===== src/rtl/pulse_width_meter.sv =====
// pulse_width_meter: measures the high time of an asynchronous pulse in CLK cycles.
// Define PULSE_WIDTH_METER_PERIOD_EN to add the rise-to-rise PERIOD output.
module pulse_width_meter #(
    parameter int CNT_W       = 16,
    parameter int SYNC_STAGES = 2,
    parameter int MIN_WIDTH   = 1
) (
    input  logic             CLK,
    input  logic             RST,
    input  logic             EN,
    input  logic             PULSE_IN,
    output logic [CNT_W-1:0] WIDTH,
    output logic             VALID,
    output logic             OVF,
`ifdef PULSE_WIDTH_METER_PERIOD_EN
    output logic [CNT_W-1:0] PERIOD,
`endif
    output logic             BUSY
);

    typedef enum logic [1:0] {
        IDLE,
        ARMED,
        MEASURE
    } state_t;

    localparam logic [CNT_W-1:0] CNT_MAX = '1;
    localparam logic [CNT_W-1:0] ONE     = CNT_W'(1);
    localparam logic [CNT_W-1:0] MIN_VAL = CNT_W'(MIN_WIDTH);

    state_t                 state_q;
    state_t                 state_d;
    logic [SYNC_STAGES-1:0] sync_q;
    logic [SYNC_STAGES-1:0] warm_q;
    logic                   s_in;
    logic                   s_d;
    logic                   rise;
    logic                   fall;
    logic                   ready;
    logic                   start;
    logic                   accept;
    logic                   accept_q;
    logic [CNT_W-1:0]       count_q;
    logic                   ovf_q;

    // warm_q keeps IDLE from arming until s_in reflects samples taken after reset,
    // otherwise a pulse already high during reset would look like a fresh rise.
    always_ff @(posedge CLK) begin
        if (RST) begin
            sync_q <= '0;
            s_d    <= 1'b0;
            warm_q <= '0;
        end else begin
            sync_q <= {sync_q[SYNC_STAGES-2:0], PULSE_IN};
            s_d    <= s_in;
            warm_q <= {warm_q[SYNC_STAGES-2:0], 1'b1};
        end
    end

    assign s_in  = sync_q[SYNC_STAGES-1];
    assign rise  = s_in & ~s_d;
    assign fall  = ~s_in & s_d;
    assign ready = warm_q[SYNC_STAGES-1];
    assign BUSY  = (state_q == MEASURE);

    always_comb begin
        state_d = state_q;
        start   = 1'b0;
        accept  = 1'b0;
        unique case (state_q)
            IDLE: begin
                if (EN && ready && !s_in) begin
                    state_d = ARMED;
                end
            end
            ARMED: begin
                if (!EN) begin
                    state_d = IDLE;
                end else if (rise) begin
                    state_d = MEASURE;
                    start   = 1'b1;
                end
            end
            MEASURE: begin
                if (!EN) begin
                    state_d = IDLE;
                end else if (fall) begin
                    state_d = ARMED;
                    accept  = (count_q >= MIN_VAL);
                end
            end
            default: state_d = IDLE;
        endcase
    end

    // count_q is frozen on the fall edge, so the result register one cycle later
    // still sees the final count even if a new pulse reloads it on that same edge.
    always_ff @(posedge CLK) begin
        if (RST) begin
            state_q  <= IDLE;
            count_q  <= '0;
            ovf_q    <= 1'b0;
            accept_q <= 1'b0;
            WIDTH    <= '0;
            OVF      <= 1'b0;
            VALID    <= 1'b0;
        end else begin
            state_q  <= state_d;
            accept_q <= accept;
            VALID    <= accept_q;
            if (accept_q) begin
                WIDTH <= count_q;
                OVF   <= ovf_q;
            end
            if (start) begin
                count_q <= ONE;
                ovf_q   <= (CNT_MAX == ONE);
            end else if (state_q == MEASURE && s_in) begin
                if (count_q != CNT_MAX) begin
                    count_q <= count_q + ONE;
                end
                if (count_q >= CNT_MAX - ONE) begin
                    ovf_q <= 1'b1;
                end
            end
        end
    end

`ifdef PULSE_WIDTH_METER_PERIOD_EN
    logic [CNT_W-1:0] pcnt_q;
    logic [CNT_W-1:0] pcap_q;
    logic             prev_ok_q;

    // A period is only meaningful when the previous pulse was accepted and the
    // meter never dropped back to IDLE in between; otherwise report 0.
    always_ff @(posedge CLK) begin
        if (RST) begin
            pcnt_q    <= '0;
            pcap_q    <= '0;
            prev_ok_q <= 1'b0;
            PERIOD    <= '0;
        end else begin
            if (start) begin
                pcnt_q <= ONE;
                pcap_q <= prev_ok_q ? pcnt_q : '0;
            end else if (pcnt_q != CNT_MAX) begin
                pcnt_q <= pcnt_q + ONE;
            end
            if (state_d == IDLE) begin
                prev_ok_q <= 1'b0;
            end else if (state_q == MEASURE && state_d == ARMED) begin
                prev_ok_q <= accept;
            end
            if (accept_q) begin
                PERIOD <= pcap_q;
            end
        end
    end
`endif

endmodule


===== config.mk =====
export PLATFORM = sky130hd
export DESIGN_NAME = pulse_width_meter
export DESIGN_NICKNAME = d
export VERILOG_FILES = /design/src/rtl/pulse_width_meter.sv
export SDC_FILE = /design/constraint.sdc
export NUM_CORES = 1
export LEC_CHECK = 0
export CAP_MARGIN = 20
export CORE_UTILIZATION = 30
export CTS_CLUSTER_DIAMETER = 100
export DETAILED_ROUTE_END_ITERATION = 8
export GPL_TIMING_DRIVEN = 1
export PLACE_DENSITY = 0.54
export SETUP_SLACK_MARGIN = 0.4
export SYNTH_ARGS = -nofsm -noshare
export SYNTH_HDL_FRONTEND = slang
export SYNTH_SLANG_ARGS = --single-unit

===== constraint.sdc =====
create_clock -name CLK -period 2.71 [get_ports CLK]
set_input_delay 0.542 -clock CLK [delete_from_list [all_inputs] [get_ports CLK]]
set_output_delay 0.542 -clock CLK [all_outputs]
set_load 0.1 [all_outputs]

==> flow_metrics.env <==
export IMPL_cts_tree="done"
export IMPL_area_delta_synth_final_pct=21.23
export IMPL_maxSlewHeadroom_pct=42.35
export IMPL_coreArea_um2=5991
export IMPL_dr_pass1_iters=4
export IMPL_min_delay_start="sync_q[0]$_SDFF_PP0_"
export IMPL_drt_iter0_markers=86
export IMPL_synth_top_area_share_pct=45.93
export IMPL_clk_pin_slew_ns=0.08
export IMPL_grt_usage_pct=14.22
export IMPL_num_rows=28
export IMPL_crit_path_end_kind="flop"
export IMPL_dieArea_um2=6567
export IMPL_htreeDepth=2
export IMPL_fin_nets=234
export IMPL_rr_worst_depth=4
export IMPL_numCtsBuffers=5
export IMPL_min_to="sync_q[1]$_SDFF_PP0_"
export IMPL_first_global_vias=1433
export IMPL_dp_slack_ns=0.7826
export IMPL_rr_startpoint="count_q[4]$_SDFFE_PP0P_"
export IMPL_hold_class="reg -> reg"
export IMPL_required_ns=2.93
export IMPL_period_needed_ns=1.928
export IMPL_gp_congestion=0.8188
export IMPL_vdd_drop_max_mv=0.2829
export IMPL_syn_instance_count=201
export IMPL_crit_slowest_cell="or4_4"
export IMPL_powerDensity_nw_per_um2=552.6
export IMPL_hold_depth=1
export IMPL_critPathLaunch="count_q[4]$_SDFFE_PP0P_"
export IMPL_vias_per_cell=5.149
export IMPL_fin_setup_tns_ns=0
export IMPL_antenna_found_initial=0
export IMPL_outcome="complete, no violations"
export IMPL_die_h_um=81.04
export IMPL_finalHoldViolCount=0
export IMPL_cts_resized=0
export IMPL_slowest_delay_ns=0.56
export IMPL_synth_warnings=0
export IMPL_avgSynthCellArea_um2=9.325
export IMPL_synthTopCellsByArea="dfxtp_1 (46%), mux2i_1 (9.1%), a21oi_1 (4.5%), nor2_1 (4.4%), o31ai_1 (3.6%)"
export IMPL_drive_gt1_share_pct=17.62
export IMPL_crit_buf_inv=0
export IMPL_cap_violations=0
export IMPL_min_period_over_period_pct=71.15
export IMPL_overflow=0
export IMPL_setup_ws_ns=0.7817
export IMPL_final_cell_mix="dfxtp_1 (43), buf_4 (23), nor2_1 (22), a21oi_1 (17), mux2i_1 (17)"
export IMPL_vias=1555
export IMPL_slew_violations=0
export IMPL_cts_root_buf="clkbuf_8"
export IMPL_cts_sinks=43
export IMPL_pin_count=23
export IMPL_tightest_slew_ns=0.8569
export IMPL_post_cts_buffers=0
export IMPL_rrSetupSlack_ns=0.78
export IMPL_fp_dieW_um=81.04
export IMPL_synth_cell_types=35
export IMPL_start_util_pct=31.29
export IMPL_worstPathMaxFanout=8
export IMPL_clk_latency_ns=0.30
export IMPL_diodes=0
export IMPL_final_common_cell="dfxtp_1"
export IMPL_io_buffers=22
export IMPL_worstSetupPathType="reg -> reg"
export IMPL_place_detailed_hpwl_um=2934
export IMPL_grt_max_degree=19
export IMPL_ys_seq_area_share_pct=45.93
export IMPL_wl_um=4074
export IMPL_leakagePower_nw=0.8272
export IMPL_worst_setup_path_start_kind="flop"
export IMPL_worstReg2RegEnd="count_q[15]$_SDFFE_PP0P_"
export IMPL_avgRoutedWirePerCell_um=13.49
export IMPL_drc=0
export IMPL_ys_ff_latch=43
export IMPL_setup_viol=0
export IMPL_syn_area_um2=1874
export IMPL_timing_fmax_ghz=0.5186
export IMPL_rsz0062_at_grt="false"
export IMPL_cp_cell_sequence="nand4_4 > or4_4 > or4_1 > a21oi_1"
export IMPL_yosysTopAreaCell="dfxtp_1"
export IMPL_arrival_ns=2.15
export IMPL_synthesis_nets=209
export IMPL_ant_nets=0
export IMPL_grt_pass1_wl_um=7065
export IMPL_ctsHoldBuffers=0
export IMPL_skew_ns=0.004362
export IMPL_clockBufferDepth=2
export IMPL_critPathTopFamily="simple AND/OR/NAND/NOR gates"
==> layout make-up <==
type                            count  area (µm²)
Clock buffer                        5       68.82
Clock inverter                      3       67.56
Fill cell                         611        3719
Inverter                            7       26.28
Multi-Input combinational cell    143       952.2
Sequential cell                    43       860.8
Tap cell                           75       93.84
Timing Repair Buffer               26       202.7
==> where the power goes <==
part	leakage [nW]	total, W	switching (W)	internal (W)
Combinational	0.415	0.0000254	0.0000151	0.0000104
Clock	0.0644	0.000593	0.000225	0.000367
Sequential	0.347	0.000637	0.00000231	0.000635
Total	0.827	0.00126	0.000243	0.00101
==> synthesized netlist by cell type <==
cell type / instances
nand4_1: 3
o41ai_1: 1
nand4_2: 1
clkbuf_1: 5
o311ai_0: 1
nand3_1: 9
and3_1: 4
nand2_1: 10
or4_2: 2
nand3b_4: 1
nor4b_1: 1
mux2i_1: 17
or3_1: 1
a31oi_1: 1
nor3_1: 3
and3b_1: 1
nor4bb_1: 1
nor2_1: 22
nand4_4: 1
o31ai_1: 9
o2111ai_1: 1
nor4_1: 5
or2_2: 1
ha_1: 4
nor2b_1: 7
dfxtp_1: 43
o21a_1: 3
o21ai_0: 6
inv_1: 7
and4_2: 1
buf_4: 2
buf_1: 1
a21oi_1: 17
or4_1: 8
or4_4: 1
==> metrics by stage <==
stage / cells / hold WS [ns] / total power (W) / util, % / cell area [µm²]
5_1_grt: 302 / 0.4575 / 0.001299 / 37.93 / 2272
6_report: 302 / 0.4423 / 0.001256 / 37.93 / 2272
3_5_place_dp: 294 / 0.4247 / 0.0006784 / 35.65 / 2136
4_1_cts: 302 / 0.4456 / 0.001275 / 37.93 / 2272
3_3_place_gp: 294 / 0.4205 / 0.0006781 / 35.65 / 2136
2_1_floorplan: 201 / 0.4138 / 0.0006677 / - / 1877
==> how the worst max path moves through the flow <==
stage | endpoint | slack, ns | cells after the start
global route | count_q[6]$_SDFFE_PP0P_ | 0.56 | 4
floorplan | BUSY | 0.89 | 1
global placement | count_q[15]$_SDFFE_PP0P_ | 0.83 | 4
CTS | count_q[15]$_SDFFE_PP0P_ | 0.78 | 4
finish | count_q[15]$_SDFFE_PP0P_ | 0.78 | 4
detailed placement | count_q[6]$_SDFFE_PP0P_ | 0.78 | 4
==> registers in the layout (all words and copies together) (netlist names) <==
| signal | flops |
|---|---|
| ovf_q | 1 |
| VALID | 1 |
| count_q | 16 |
| accept_q | 1 |
| OVF | 1 |
| warm_q | 2 |
| WIDTH | 16 |
| sync_q | 2 |
| state_q | 2 |
| s_d | 1 |
==> logic make-up (layout without fill, tap and decap cells) <==
| kind of cell | Yosys count | after routing | synth area share [%] |
|---|---|---|---|
| adder cells (fa/ha/maj) | 4 | 4 | 2.670 |
| buffers and inverters | 15 | 41 | 3.404 |
| AND/OR/NAND/NOR | 83 | 83 | 26.24 |
| AO/OA/AOI/OAI | 39 | 39 | 12.68 |
| multiplexers | 17 | 17 | 9.079 |
| flip-flops | 43 | 43 | 45.93 |
==> layer usage <==
metal	track usage, %	part of all wire (%)	up-vias
met3	3.596	4.4	12
met5	0	0	-
met2	21.18	42	37
met4	6.607	2.3	0
met1	19.09	51	715
li1	-	-	791
Power figures use the tool's default switching activity.
